### src/rtl/ps2_hex_receiver.sv
// PS/2 keyboard receiver: synchronises the raw bus, frames 11-bit packets,
// and decodes set-2 make/break codes of the hex keys into a held-key value.
module ps2_hex_receiver #(
  parameter int unsigned TIMEOUT = 50000
) (
  input  logic       clk,
  input  logic       rst_n,
  input  logic       ps_clk,
  input  logic       ps_dat,
  output logic [3:0] KeyboardBus,
  output logic       KeyPressed,
  output logic       code_valid,
  output logic       frame_err
);

  localparam int unsigned TW = $clog2(TIMEOUT);
  localparam logic [TW-1:0] TO_LAST = TW'(TIMEOUT - 1);

  typedef enum logic [1:0] {IDLE, DATA, PARITY, STOP} state_t;

  state_t          r_state;
  state_t          w_state_nxt;
  logic            r_clk_s1, r_clk_s2, r_clk_s3;
  logic            r_dat_s1, r_dat_s2;
  logic [2:0]      r_bitcnt;
  logic [7:0]      r_shift;
  logic            r_par;
  logic [TW-1:0]   r_tocnt;
  logic            r_break, r_ext;
  logic            w_fall, w_timeout, w_accept, w_reject, w_par_ok;
  logic            w_hit;
  logic [3:0]      w_nib;

  assign w_fall   = r_clk_s3 & ~r_clk_s2;
  assign w_par_ok = ^{r_shift, r_par};

  always_comb begin
    w_state_nxt = r_state;
    w_accept    = 1'b0;
    w_reject    = 1'b0;
    w_timeout   = (r_state != IDLE) && !w_fall && (r_tocnt == TO_LAST);
    if (w_timeout) begin
      w_state_nxt = IDLE;
      w_reject    = 1'b1;
    end else if (w_fall) begin
      unique case (r_state)
        IDLE:   if (!r_dat_s2) w_state_nxt = DATA;
        DATA:   if (r_bitcnt == 3'd7) w_state_nxt = PARITY;
        PARITY: w_state_nxt = STOP;
        STOP: begin
          w_state_nxt = IDLE;
          if (r_dat_s2 && w_par_ok) w_accept = 1'b1;
          else                      w_reject = 1'b1;
        end
        default: w_state_nxt = IDLE;
      endcase
    end
  end

  always_comb begin
    w_hit = 1'b1;
    w_nib = 4'h0;
    case (r_shift)
      8'h45: w_nib = 4'h0;
      8'h16: w_nib = 4'h1;
      8'h1E: w_nib = 4'h2;
      8'h26: w_nib = 4'h3;
      8'h25: w_nib = 4'h4;
      8'h2E: w_nib = 4'h5;
      8'h36: w_nib = 4'h6;
      8'h3D: w_nib = 4'h7;
      8'h3E: w_nib = 4'h8;
      8'h46: w_nib = 4'h9;
      8'h1C: w_nib = 4'hA;
      8'h32: w_nib = 4'hB;
      8'h21: w_nib = 4'hC;
      8'h23: w_nib = 4'hD;
      8'h24: w_nib = 4'hE;
      8'h2B: w_nib = 4'hF;
      default: w_hit = 1'b0;
    endcase
  end

  always_ff @(posedge clk) begin
    if (!rst_n) begin
      r_clk_s1    <= 1'b1;
      r_clk_s2    <= 1'b1;
      r_clk_s3    <= 1'b1;
      r_dat_s1    <= 1'b1;
      r_dat_s2    <= 1'b1;
      r_state     <= IDLE;
      r_bitcnt    <= '0;
      r_shift     <= '0;
      r_par       <= 1'b0;
      r_tocnt     <= '0;
      r_break     <= 1'b0;
      r_ext       <= 1'b0;
      KeyboardBus <= '0;
      KeyPressed  <= 1'b0;
      code_valid  <= 1'b0;
      frame_err   <= 1'b0;
    end else begin
      r_clk_s1   <= ps_clk;
      r_clk_s2   <= r_clk_s1;
      r_clk_s3   <= r_clk_s2;
      r_dat_s1   <= ps_dat;
      r_dat_s2   <= r_dat_s1;
      r_state    <= w_state_nxt;
      code_valid <= w_accept;
      frame_err  <= w_reject;

      if (w_fall || r_state == IDLE) r_tocnt <= '0;
      else                           r_tocnt <= r_tocnt + 1'b1;

      if (w_fall) begin
        case (r_state)
          IDLE: r_bitcnt <= '0;
          DATA: begin
            r_shift  <= {r_dat_s2, r_shift[7:1]};
            r_bitcnt <= r_bitcnt + 1'b1;
          end
          PARITY:  r_par <= r_dat_s2;
          default: ;
        endcase
      end

      // Decode acts on the completed byte in the stop-edge cycle so outputs land with code_valid.
      if (w_accept) begin
        if (r_shift == 8'hF0) begin
          r_break <= 1'b1;
        end else if (r_shift == 8'hE0) begin
          r_ext <= 1'b1;
        end else begin
          r_break <= 1'b0;
          r_ext   <= 1'b0;
          if (w_hit && !r_ext) begin
            if (r_break) begin
              if (w_nib == KeyboardBus) KeyPressed <= 1'b0;
            end else begin
              KeyboardBus <= w_nib;
              KeyPressed  <= 1'b1;
            end
          end
        end
      end
    end
  end

endmodule

### config.mk
export PLATFORM = sky130hd
export DESIGN_NAME = ps2_hex_receiver
export DESIGN_NICKNAME = d
export VERILOG_FILES = /design/src/rtl/ps2_hex_receiver.sv
export SDC_FILE = /design/constraint.sdc
export NUM_CORES = 1
export LEC_CHECK = 0
export ABC_AREA = 1
export BUFFER_PORTS_ARGS = -buffer_cell sky130_fd_sc_hd__buf_2
export CELL_PAD_IN_SITES_DETAIL_PLACEMENT = 1
export CELL_PAD_IN_SITES_GLOBAL_PLACEMENT = 2
export CORE_MARGIN = 4
export CORE_UTILIZATION = 30
export CTS_CLUSTER_SIZE = 28
export DETAILED_ROUTE_END_ITERATION = 10
export GPL_TIMING_DRIVEN = 0
export MAX_ROUTING_LAYER = met4
export PLACE_DENSITY_LB_ADDON = 0.1
export SLEW_MARGIN = 20
export SYNTH_ARGS = -nofsm -noshare
export SYNTH_HDL_FRONTEND = slang
export SYNTH_SLANG_ARGS = --single-unit
### constraint.sdc
create_clock -name clk -period 1.5 [get_ports clk]
set_input_delay 0.15 -clock clk [delete_from_list [all_inputs] [get_ports clk]]
set_output_delay 0.15 -clock clk [all_outputs]
set_load 0.005 [all_outputs]
==> flow_summary.json <==
{
  "crit_type": "reg -> reg",
  "ys_top_cells_by_area": "dfxtp_1, nand2_1, inv_1",
  "portBuffers": 9,
  "setup_viol": 18,
  "synth_top_area_cell": "dfxtp_1",
  "die_h_um": 98.2,
  "syn2layout_area_growth_pct": 43.7,
  "relSlewSlack_pct": 74.1,
  "routabilityCongestion": 0.738,
  "p_leak_uw": 0.00150,
  "rows": 32,
  "max_slew.worst_pin.slew_ns": 0.386,
  "wl_um": 6970,
  "fp.dieW_um": 98.2,
  "critPathMaxFanout": 6,
  "num_antenna_cells": 0,
  "r2r_cells": 13,
  "syn_avg_cell_area_um2": 6.49,
  "r2r_setup_slack_ns": -0.24,
  "wl_per_cell_um": 13.3,
  "yosys_warnings": 0,
  "worst_r2r_startpoint": "r_shift[1]$_SDFFE_PN0P_",
  "ir_drop_mv": 0.395,
  "hold_viol": 0,
  "fin_ws_ns": -0.244,
  "preCtsSetupSlack_ns": -0.497,
  "rsz0062_at_grt": "true",
  "grt_pass1_vias": 2530,
  "grt_pass1_wl_um": 11800,
  "crit-reg2reg-capture": "KeyboardBus[1]$_SDFFE_PN0P_",
  "drt_first_pass_iters": 4,
  "setup_tns_ns": -2.19,
  "synth_nets": 387,
  "viasPerCell": 4.72,
  "synth_commonest_cells": "nand2_1, inv_1, dfxtp_1, nor2_1, a21oi_1",
  "cts_root_buf": "clkbuf_8",
  "status": "complete, but fails checks",
  "p_sw_uw": 449,
  "post_dp_cell_area_um2": 2620,
  "initial_core_util_pct": 31.2,
  "vias": 2476,
  "cts_sinks": 44,
  "fin_area_um2": 3500,
  "n_fill_cell": 967,
  "yosysSeqAreaShare_pct": 36.1,
  "ant_nets": 0,
  "ys_ff_latch": 44,
  "finalNetCount": 435,
  "hpwl_um": 4830,
  "cp.required_ns": 1.73,
  "cts_buffers": 5,
  "swShare_pct": 21.2,
  "ys_types": 29,
  "p_comb_share_pct": 2.9,
  "synth_edf_count": 0,
  "hp-class": "in -> reg",
  "clk_pin_slew_ns": 0.08,
  "cp-start-kind": "register",
  "place_inst": 487,
  "cts_hold_buf": 0,
  "post-route-drc-count": 0,
  "drive_gt1_share_pct": 42.3,
  "cts_tree": "done",
  "syn-cell-area_um2": 2440,
  "endpoint_kind": "register",
  "core-area_um2": 7810,
  "yosys.area.top_type_share_pct": 36.1,
  "p_int_uw": 1660,
  "stdcell_count": 525,
  "hp-start": "ps_clk",
  "fmax_mhz": 573,
  "yosysMostFrequentCell": "nand2_1",
  "period_share_pct": 116,
  "power.total_uw": 2110,
  "overflow": 0,
  "grt_use_total_pct": 15.2,
  "drt-initial-drc-count": 59,
  "cts_max_level": 2,
  "clock_path_buffers": 2,
  "ys_async_sr_fraction_pct": 0,
  "min_period_ns": 1.74,
  "violations": "setup timing",
  "min_delay_worst_endpoint": "r_clk_s1$_SDFF_PN1_",
  "clock_power_share_pct": 41.8,
  "seqPwrFrac_pct": 55.3,
  "powerDensity_nw_per_um2": 603,
  "syn_inst": 376,
  "holdPathStages": 2,
  "antenna_found_initial": 0,
  "clock_skew_ns": 0.00541,
  "dieArea_um2": 9640,
  "grt_start_max_net_pins": 13,
  "critPathArrivalTime_ns": 1.97,
  "slew_violations": 0,
  "synthFlopType": "dfxtp_1",
  "drv_cap": 0,
  "ios": 11,
  "clk_latency_ns": 0.30
}
-- metal layers --
| layer | routed length (um) | up-vias | track usage (%) |
|---|---|---|---|
| li1 | - | 1281 | - |
| met1 | 3410 | 1171 | 19.4 |
| met2 | 3340 | 17 | 25.2 |
| met3 | 131 | 7 | 2.79 |
| met4 | 85 | 0 | 3.47 |
| met5 | 0 | - | - |
-- critical path, stage by stage (launching register included) --
cell	delay, ns
dfxtp_4	0.37
buf_4	0.14
nand2_4	0.10
nor2_4	0.05
nand2_1	0.10
nand2_4	0.07
nor2_4	0.14
nand2_4	0.08
o21ai_4	0.19
buf_4	0.14
inv_2	0.03
nand3_1	0.08
nand2_1	0.07
a21oi_2	0.11
-- cell families after synthesis --
family	share of synthesized area (%)
AND/OR/NAND/NOR	39.3
adder cells (fa/ha/maj)	3.59
buffers and inverters	9.95
XOR/XNOR	0.359
flip-flops	36.1
AO/OA/AOI/OAI	10.7
-- area by class of cell --
cell class,count,area (um2),share of cell area (%)
sequential,44,911,26.0
inverter,53,226,6.46
clock buffer,5,68.8,1.96
timing repair buffer,41,338,9.64
buffer,5,52.6,1.50
clock inverter,1,30.0,0.857
multi-input combinational,274,1750,49.9
tap,102,128,3.64
-- how the worst max path moves through the flow --
| stage | startpoint | endpoint | slack [ns] | cells after the start |
|---|---|---|---|---|
| 6_report | r_shift[1]$_SDFFE_PN0P_ | KeyboardBus[1]$_SDFFE_PN0P_ | -0.24 | 13 |
| 2_1_floorplan | r_tocnt[0]$_SDFF_PP0_ | r_tocnt[14]$_SDFF_PP0_ | -0.06 | 12 |
| 5_1_grt | r_shift[1]$_SDFFE_PN0P_ | KeyPressed$_SDFFE_PN0P_ | -0.36 | 10 |
| 3_3_place_gp | r_state[1]$_SDFFE_PP0P_ | r_shift[2]$_SDFFE_PN0P_ | -0.51 | 7 |
| 3_5_place_dp | r_state[1]$_SDFFE_PP0P_ | r_shift[2]$_SDFFE_PN0P_ | -0.50 | 7 |
| 4_1_cts | r_tocnt[0]$_SDFF_PP0_ | r_tocnt[14]$_SDFF_PP0_ | -0.26 | 12 |
-- layout by cell type (no fill, tap or decap), types with 2 or more instances in the layout --
cell / instances
nand2_1: 83
ha_1: 6
nor3_2: 2
o21ai_0: 12
inv_1: 39
o21ai_2: 2
buf_6: 16
dfxtp_2: 6
nand2_4: 15
o21ai_4: 2
inv_2: 7
or2_2: 5
buf_4: 19
nor3_1: 3
nor4_4: 2
buf_2: 9
nand3_2: 3
dfxtp_1: 32
nor2_4: 16
a21oi_2: 9
nand3_1: 10
nor2_2: 9
nand2_2: 30
dfxtp_4: 6
o21ai_1: 2
a21oi_1: 21
clkbuf_8: 5
nor2_1: 26
inv_4: 4
nand4_1: 5
-- per-stage QoR --
| step | util [%] | hold slack, ns |
|---|---|---|
| final | 44.9 | 0.0364 |
| after global routing | 44.9 | 0.0248 |
| after CTS | 39.5 | 0.0278 |
| after detailed placement | 33.6 | 0.341 |
| after global placement | 33.6 | 0.338 |
| after floorplan | - | 0.257 |
-- power by group through the flow --
stage               Combinational, uW  Sequential [uW]  Clock (uW)
floorplan                        34.4             1200           0
global placement                 49.9             1210           0
detailed placement               50.5             1210           0
CTS                              54.6             1170         922
global route                     68.6             1170         980
finish                           61.4             1170         883
-- flip-flops by register name, indices dropped and copies added (netlist names), 2 cells and up --
name,cells
r_state,2
r_tocnt,16
r_shift,8
r_bitcnt,3
KeyboardBus,4
-- what timing repair did --
item | 4_1_cts | 5_1_grt
gates cloned | 1 | 0
setup buffers | 35 | 21
gates resized for setup | 68 | 98
setup endpoints to repair | 32 | 34
pin swaps | 17 | 33
No activity file was read; power rests on OpenSTA's default activity.
